===== config.mk =====
export PLATFORM = sky130hd
export DESIGN_NAME = cla_seq_ctrl_flat
export DESIGN_NICKNAME = d
export VERILOG_FILES = /design/src/rtl/cla_seq_pkg.sv /design/src/rtl/cla_seq_ctrl_if.sv /design/src/rtl/cla_4bit.sv /design/src/rtl/cla_seq_ctrl.sv /design/src/flat_wrapper.sv
export SDC_FILE = /design/constraint.sdc
export NUM_CORES = 1
export LEC_CHECK = 0
export ABC_AREA = 1
export CAP_MARGIN = 20
export CORE_ASPECT_RATIO = 2
export CORE_MARGIN = 2
export CORE_UTILIZATION = 53
export DETAILED_ROUTE_END_ITERATION = 6
export GPL_TIMING_DRIVEN = 0
export PLACE_DENSITY = 0.83
export SKIP_LAST_GASP = 1
export SYNTH_ARGS = -nofsm -noshare
export SYNTH_HDL_FRONTEND = slang
export SYNTH_SLANG_ARGS = --single-unit
export TNS_END_PERCENT = 50

===== constraint.sdc =====
create_clock -name clk -period 3.55 [get_ports clk]
set_input_delay 0.5325 -clock clk [delete_from_list [all_inputs] [get_ports clk]]
set_output_delay 0.5325 -clock clk [all_outputs]
set_load 0.1 [all_outputs]

===== src/rtl/cla_seq_pkg.sv =====
// cla_seq_pkg: shared state encoding and slice width for the nibble-serial adder
package cla_seq_pkg;
  typedef enum logic [1:0] {IDLE = 2'd0, RUN = 2'd1, DONE = 2'd2} state_e;
  localparam int NIBBLE_W = 4;
endpackage


===== src/rtl/cla_seq_ctrl_if.sv =====
// cla_seq_ctrl_if: request/response bus of the nibble-serial adder
// CLA_SEQ_FLAGS_EN adds the zero/neg result flags.
interface cla_seq_ctrl_if #(parameter int WIDTH = 8);
  logic start_valid, start_ready, sub, busy, cout, overflow, done_valid, done_ready;
  logic [WIDTH-1:0] a, b, result;
`ifdef CLA_SEQ_FLAGS_EN
  logic zero, neg;
  modport master (output start_valid, a, b, sub, done_ready,
                  input start_ready, busy, result, cout, overflow, done_valid, zero, neg);
  modport slave (input start_valid, a, b, sub, done_ready,
                 output start_ready, busy, result, cout, overflow, done_valid, zero, neg);
`else
  modport master (output start_valid, a, b, sub, done_ready,
                  input start_ready, busy, result, cout, overflow, done_valid);
  modport slave (input start_valid, a, b, sub, done_ready,
                 output start_ready, busy, result, cout, overflow, done_valid);
`endif
endinterface


===== src/rtl/cla_4bit.sv =====
// cla_4bit: 4-bit carry-lookahead adder slice
module cla_4bit
  import cla_seq_pkg::*;
(
  input  logic [NIBBLE_W-1:0] a_i,
  input  logic [NIBBLE_W-1:0] b_i,
  input  logic                c_i,
  output logic [NIBBLE_W-1:0] s_o,
  output logic                c_o
);
  logic [3:0] g, p;
  logic [4:0] c;
  assign g = a_i & b_i;
  assign p = a_i ^ b_i;
  assign c[0] = c_i;
  assign c[1] = g[0] | (p[0] & c_i);
  assign c[2] = g[1] | (p[1] & g[0]) | (&p[1:0] & c_i);
  assign c[3] = g[2] | (p[2] & g[1]) | (&p[2:1] & g[0]) | (&p[2:0] & c_i);
  assign c[4] = g[3] | (p[3] & g[2]) | (&p[3:2] & g[1]) | (&p[3:1] & g[0]) | (&p[3:0] & c_i);
  assign s_o = p ^ c[3:0];
  assign c_o = c[4];
endmodule


===== src/rtl/cla_seq_ctrl.sv =====
// cla_seq_ctrl: WIDTH-bit add/sub computed one nibble per clock through a single CLA slice
// CLA_SEQ_FLAGS_EN adds registered zero/neg result flags.
module cla_seq_ctrl
  import cla_seq_pkg::*;
#(
  parameter int WIDTH = 8
) (
  input logic           clk,
  input logic           rst,
  cla_seq_ctrl_if.slave bus
);
  localparam int NIBBLES = WIDTH / NIBBLE_W;
  localparam int IW = NIBBLES > 1 ? $clog2(NIBBLES) : 1;
  localparam logic [1:0] S_IDLE = IDLE;
  localparam logic [1:0] S_RUN = RUN;
  localparam logic [1:0] S_DONE = DONE;
  logic [1:0] state_q, state_d;
  logic [IW-1:0] idx_q, idx_d;
  logic carry_q, carry_d, cout_q, cout_d, ovf_q, ovf_d;
  logic [WIDTH-1:0] a_q, a_d, b_q, b_d, res_q, res_d;
  logic [NIBBLE_W-1:0] sum;
  logic slice_c, last;
`ifdef CLA_SEQ_FLAGS_EN
  logic zero_q, zero_d, neg_q, neg_d;
`endif
  cla_4bit u_slice (
    .a_i(a_q[NIBBLE_W*idx_q +: NIBBLE_W]),
    .b_i(b_q[NIBBLE_W*idx_q +: NIBBLE_W]),
    .c_i(carry_q),
    .s_o(sum),
    .c_o(slice_c)
  );
  assign last = idx_q == IW'(NIBBLES - 1);
  always_comb begin
    state_d = state_q;
    idx_d = idx_q;
    carry_d = carry_q;
    a_d = a_q;
    b_d = b_q;
    res_d = res_q;
    cout_d = cout_q;
    ovf_d = ovf_q;
`ifdef CLA_SEQ_FLAGS_EN
    zero_d = zero_q;
    neg_d = neg_q;
`endif
    case (state_q)
      S_IDLE: if (bus.start_valid) begin
        a_d = bus.a;
        b_d = bus.b ^ {WIDTH{bus.sub}};
        carry_d = bus.sub;
        idx_d = '0;
        res_d = '0;
        state_d = S_RUN;
      end
      S_RUN: begin
        res_d[NIBBLE_W*idx_q +: NIBBLE_W] = sum;
        carry_d = slice_c;
        idx_d = last ? idx_q : idx_q + 1'b1;
        if (last) begin
          cout_d = slice_c;
          // b_q already holds the inverted operand when subtracting
          ovf_d = (a_q[WIDTH-1] ~^ b_q[WIDTH-1]) & (a_q[WIDTH-1] ^ sum[NIBBLE_W-1]);
          state_d = S_DONE;
`ifdef CLA_SEQ_FLAGS_EN
          zero_d = res_d == '0;
          neg_d = res_d[WIDTH-1];
`endif
        end
      end
      S_DONE: state_d = bus.done_ready ? S_IDLE : S_DONE;
      default: state_d = S_IDLE;
    endcase
  end
  always_ff @(posedge clk or posedge rst) begin
    if (rst) begin
      state_q <= S_IDLE;
      idx_q <= '0;
      carry_q <= 1'b0;
      a_q <= '0;
      b_q <= '0;
      res_q <= '0;
      cout_q <= 1'b0;
      ovf_q <= 1'b0;
`ifdef CLA_SEQ_FLAGS_EN
      zero_q <= 1'b0;
      neg_q <= 1'b0;
`endif
    end else begin
      state_q <= state_d;
      idx_q <= idx_d;
      carry_q <= carry_d;
      a_q <= a_d;
      b_q <= b_d;
      res_q <= res_d;
      cout_q <= cout_d;
      ovf_q <= ovf_d;
`ifdef CLA_SEQ_FLAGS_EN
      zero_q <= zero_d;
      neg_q <= neg_d;
`endif
    end
  end
  assign bus.start_ready = state_q == S_IDLE;
  assign bus.busy = state_q == S_RUN;
  assign bus.done_valid = state_q == S_DONE;
  assign bus.result = res_q;
  assign bus.cout = cout_q;
  assign bus.overflow = ovf_q;
`ifdef CLA_SEQ_FLAGS_EN
  assign bus.zero = zero_q;
  assign bus.neg = neg_q;
`endif
endmodule


===== src/flat_wrapper.sv =====
// flat-port wrapper written by rule: the top's interface ports become plain ports
module cla_seq_ctrl_flat import cla_seq_pkg::*;
#(
  parameter int WIDTH = 8
)
  (clk, rst, bus_start_valid, bus_a, bus_b, bus_sub, bus_done_ready, bus_start_ready, bus_busy, bus_result, bus_cout, bus_overflow, bus_done_valid);
  cla_seq_ctrl_if #(.WIDTH(WIDTH)) bus_i ();
  input logic clk;
  input logic rst;
  input wire logic [$bits(bus_i.start_valid)-1:0] bus_start_valid;
  input wire logic [$bits(bus_i.a)-1:0] bus_a;
  input wire logic [$bits(bus_i.b)-1:0] bus_b;
  input wire logic [$bits(bus_i.sub)-1:0] bus_sub;
  input wire logic [$bits(bus_i.done_ready)-1:0] bus_done_ready;
  output wire logic [$bits(bus_i.start_ready)-1:0] bus_start_ready;
  output wire logic [$bits(bus_i.busy)-1:0] bus_busy;
  output wire logic [$bits(bus_i.result)-1:0] bus_result;
  output wire logic [$bits(bus_i.cout)-1:0] bus_cout;
  output wire logic [$bits(bus_i.overflow)-1:0] bus_overflow;
  output wire logic [$bits(bus_i.done_valid)-1:0] bus_done_valid;
  assign bus_i.start_valid = bus_start_valid;
  assign bus_i.a = bus_a;
  assign bus_i.b = bus_b;
  assign bus_i.sub = bus_sub;
  assign bus_i.done_ready = bus_done_ready;
  assign bus_start_ready = bus_i.start_ready;
  assign bus_busy = bus_i.busy;
  assign bus_result = bus_i.result;
  assign bus_cout = bus_i.cout;
  assign bus_overflow = bus_i.overflow;
  assign bus_done_valid = bus_i.done_valid;
  cla_seq_ctrl #(.WIDTH(WIDTH)) u_core (.clk(clk), .rst(rst), .bus(bus_i));
endmodule

==> run metrics, run 1 <==
fill count 216; initial antenna violation count 0; CP Cell Sequence nor2_4, clkdlybuf4s50_1; gp weighted congestion 0.785; Hold Crit Class flop to flop; area leader, netlist dfrtp_1; Max Slew Vio Count 0; Commonest cells post-synth 73 x nand2_1, 30 x dfrtp_1, 15 x o21ai_1; worst hold start u_core.bus.cout; worst clock skew 7.04 ps; status finished, final reports clean; IO Port Bufs 32; DRT Pass-1 Iters 4; PostCTS Resize Cnt 0; CP Max Fanout 5; clk sinks 30; relative slew slack 0.353; Setup TNS 0 ps; Core Rows 27; required time worst endpoint 3020 ps; Max Clk Rate 0.373 GHz; Max Root-Sink Buffers 2; RSZ-0062 raised after global routing false; cts hold-fix bufs 0; r2r startpoint u_core.idx_q; Setup crit end kind primary output; r2r worst-path depth 11; Mapped Cells 184; Final Hold Violating Endpoints 0; io pins 34; hpwl dp 2470 um; Worst-Skew Late Latency 280 ps; Syn Std Cell Area 1540 um^2; Die X 42.1 um; post-layout min period 2680 ps; routed wire length per instance 12.2 um; maxcap violations 0; largest net degree at the start of global routing 31; top-count cell post-synth nand2_1; synthesized area per cell 8.38 um^2; worst-path cell with the longest stage delay clkdlybuf4s50_1; worst slew pin tran 968 ps; Tcrit/Tclk final 0.754; register area share after synthesis 0.487; Crit Path Category flop to primary output; CTS tree built; NumNets Final 251; dpl cells 245; CTS Buf Count 5; vias in the first global route 1,325; clock transition time at the flip-flop clock pins of the worst setup and hold paths 70 ps; core box area 2770 um^2; yosys warns 0; Post-route DRC 0; vias per cell 5.09; total track usage 0.215; syn_nets 211; startpoint types flop; share of synthesized flip-flops with an asynchronous set or reset 1.00; Setup Fix Bufs, Post-CTS 0; Hold Crit Depth 2; 1st-iter DRT viols 21; dominant cells by area after synthesis dfrtp_1 49%, nand2_1 18%, xnor2_1 5.7%; H-tree levels 2; area grow syn2layout 31.3%; share of the synthesized area in the top cell type 0.487; Die Y 80.3 um; Main synth FF type dfrtp_1; Starting Density 0.556; Post-synth EDFFs 0; CP peak stage delay 1170 ps; Unique masters post-synth 23; first-pass GRT wire length 5400 um; ANT cells 0; layout cells sized above 1 0.102; non-filler cells, final 254; register bit count reported by yosys 30; root buffer selected by CTS clkbuf_8; endpoints failing setup 0; die area 3380 um^2; gr ovfl total 0; via count 1,294; CP Launch Point u_core.state_q[1]; total wire length 3100 um; Routed Antenna Nets 0; Critical Path AT 2150 ps
-- through the flow --
step	hold slack, ps	setup WS (ps)	instance area [um^2]	util
after floorplan	449	1280	1540	-
after global placement	463	1190	1900	0.685
after detailed placement	468	1160	1900	0.685
after CTS	484	853	2010	0.725
after global routing	518	817	2020	0.730
final	483	872	2020	0.730
-- logic make-up after synthesis --
group           share of synthesized area
simple gates                        0.252
flops                               0.487
compound gates                     0.0836
buf+inv                            0.0666
xor+xnor                           0.0568
fa+ha+maj                          0.0536
-- flip-flops by register name, summed over array words and instances, names as in the netlist --
| signal | cells |
|---|---|
| u_core.carry_q | 1 |
| u_core.idx_q | 1 |
| u_core.state_q | 2 |
| u_core.bus.result | 8 |
| u_core.bus.cout | 1 |
| u_core.bus.overflow | 1 |
| u_core.a_q | 8 |
| u_core.b_q | 8 |
-- path summary, 6_finish.rpt --
check | endpoint | slack, ps
min in group asynchronous | u_core.state_q[1] | 620
max in group asynchronous | u_core.b_q[3] | 2400
setup reg to reg | u_core.carry_q | 1400
hold / removal | u_core.bus.cout | 480
hold reg to reg | u_core.bus.cout | 480
setup / recovery | bus_busy | 870
-- per-layer routing --
metal / vias up / routed length, um / track usage
li1: 652 / - / -
met1: 596 / 1060 / 0.184
met2: 36 / 1800 / 0.420
met3: 10 / 111 / 0.0360
met4: 0 / 131 / 0.153
met5: - / 0 / 0
-- cell type report --
cell class              instances  area, um^2  area share
repair buffers                 33         335       0.166
clock buffers                   8         110      0.0544
multi-input cells             132         688       0.340
well taps                      29        36.3      0.0179
plain buffers                   5        36.3      0.0179
inverters                      17        66.3      0.0328
flip-flops and latches         30         751       0.371
-- placed cells by master (no fill, tap or decap), drive strengths merged, types with 5 or more instances in the layout --
master	n
buf	5
clkbuf	9
ha	5
inv	17
nand2	77
o21ai	22
nand3	6
clkdlybuf4s50	32
dfrtp	30
xnor2	10
nor2	7
-- worst max-delay path: cells and delay by family (launching register included) --
family                 cells  cell delay, ps
and+or+nand+nor            1             230
DFF                        1             450
buffers and inverters      1            1170
Power of run 1 is not shown: default switching activity piles up to over one toggle a cycle in this logic, so the estimate is an artifact.
==> run 2: changes to the inputs <==
CORE_UTILIZATION = 50   (was 53)
PLACE_DENSITY = 0.79   (was 0.83)
clock period = 2.5 ns   (was 3.55 ns; I/O delays follow)
==> run 2 against run 1 <==
Wire length grew 2.5%. Critical path depth did not move. Clock skew hardly changed. Sequential share of layout area is 0.58 points higher. Largest cell class unchanged. Critical path type unchanged. Via count is 1.9% higher. Global-route usage down 0.19 points. Flip-flop and latch count is the same. Cell count unchanged. First-iteration DRC count increased by 48%.
==> run metrics, run 2 (synthesis gave the netlist of run 1 again) <==
DRT Pass-1 Iters 4 (unchanged); CTS tree built; first-pass GRT wire length 5520 um (+2.3%); via count 1,319 (+1.9%); Max Slew Vio Count 0 (unchanged); commonest cells after routing, fill and taps aside 73 x nand2_1, 30 x clkdlybuf4s50_1, 30 x dfrtp_1, 15 x o21ai_1, 14 x inv_1; Core Rows 28 (+3.7%); maxcap violations 0 (unchanged); routed wire length per instance 12.5 um (+2.5%); Hold Crit Class primary input to asynchronous set/reset pin; initial antenna violation count 0 (unchanged); Starting Density 0.524 (-0.0326); ANT cells 0 (unchanged); clk sinks 30 (unchanged); total wire length 3180 um (+2.5%); post-layout min period 2460 ps; status finished, final reports clean; H-tree levels 2 (unchanged); root buffer selected by CTS clkbuf_8; Setup crit end kind primary output; required time worst endpoint 2120 ps (-900 ps); commonest non-fill, non-tap cell in the layout nand2_1; core box area 2940 um^2 (+6.2%); 1st-iter DRT viols 31 (+48%); die area 3570 um^2 (+5.5%); worst clock skew 6.56 ps (-0.473 ps); Critical Path AT 2090 ps (-60 ps); hpwl dp 2540 um (+2.9%); gr ovfl total 0 (unchanged); r2r startpoint u_core.idx_q; Crit Path Category flop to primary output; Final Cell Area 1990 um^2 (-1.5%); area grow syn2layout 29.2%; layout cells sized above 1 0.0893 (-0.0129); largest net degree at the start of global routing 31 (unchanged); Max Root-Sink Buffers 2 (unchanged); CTS Buf Count 5 (unchanged); Die Y 82.5 um (+2.8%); fin util 0.677 (-0.0535); vias in the first global route 1,311 (-1.1%); Final Hold Violating Endpoints 0 (unchanged); Worst-Skew Late Latency 280 ps (about the same); Tcrit/Tclk final 0.985; vias per cell 5.19 (+1.9%); CP Launch Point u_core.state_q[1]; RSZ-0062 raised after global routing true; Post-route DRC 0 (unchanged); io pins 34 (unchanged); Max Clk Rate 0.406 GHz; total track usage 0.213 (-0.00187); IO Port Bufs 32 (unchanged); worst slew pin tran 964 ps (-4.02 ps); clock transition time at the flip-flop clock pins of the worst setup and hold paths 60 ps (about the same); DP Area 1900 um^2 (about the same); startpoint types flop; cts hold-fix bufs 0 (unchanged); relative slew slack 0.356 (+0.00269); Die X 43.3 um (+2.7%); endpoints failing setup 0 (unchanged); gp weighted congestion 0.760 (-3.1%); CP Max Fanout 4 (-1); NumNets Final 251 (unchanged); Routed Antenna Nets 0 (unchanged)
run 2: cell types whose count changed in the layout (fill, tap and decap cells not counted):
cell,previous run,this run
clkbuf_1,1,3
dlygate4sd2_1,0,1
clkbuf_8,8,5
clkdlybuf4s50_1,32,30
dlymetal6s2s_1,0,1
run 2: per-layer routing:
layer | part of all wire | track usage | vias up
met2 | 0.59 | 0.412 | 36
met5 | 0 | 0 | -
li1 | - | - | 652
met1 | 0.33 | 0.188 | 622
met4 | 0.035 | 0.133 | 0
met3 | 0.042 | 0.0457 | 9
run 2: timing repair:
action | CTS | global route
buffers inserted | 0 | 0
endpoints found under the setup margin | 1 | 2
endpoints found under the hold margin | 0 | 0
resized for setup | 1 | 1
run 2: final timing paths:
kind | endpoint | slack [ps] | depth (start not counted)
max in group asynchronous | u_core.bus.result[3] | 1510 | 3
worst min register to register | u_core.bus.cout | 480 | 2
min in group clk | u_core.carry_q | 480 | 3
worst min-delay path | u_core.a_q[1] | 470 | 2
worst max register to register | u_core.carry_q | 300 | 11
worst max-delay path | bus_start_ready | 40 | 2
run 2: worst max-delay path, cell delays in order (launching register included):
cell and delay, ps:
dfrtp_1 440, nor2_2 200, clkdlybuf4s50_1 1160
run 2: cell type report:
| type | instances | area, um^2 |
|---|---|---|
| tap | 30 | 37.5 |
| inverter | 17 | 66.3 |
| timing repair buffer | 33 | 337 |
| fill | 257 | 951 |
| sequential | 30 | 751 |
| multi-input combinational | 132 | 688 |
| clock buffer | 7 | 76.3 |
| buffer | 5 | 36.3 |
run 2: per-stage QoR:
stage | instances | TNS (ps) | worst slack [ps] | hold slack (ps)
floorplan | 184 | 0 | 390 | 449
global route | 254 | -8.40 | -8.40 | 503
finish | 254 | 0 | 36.6 | 472
global placement | 246 | 0 | 289 | 464
detailed placement | 246 | 0 | 293 | 473
CTS | 253 | 0 | 35.7 | 484
Power of run 2 is left out for the same reason.
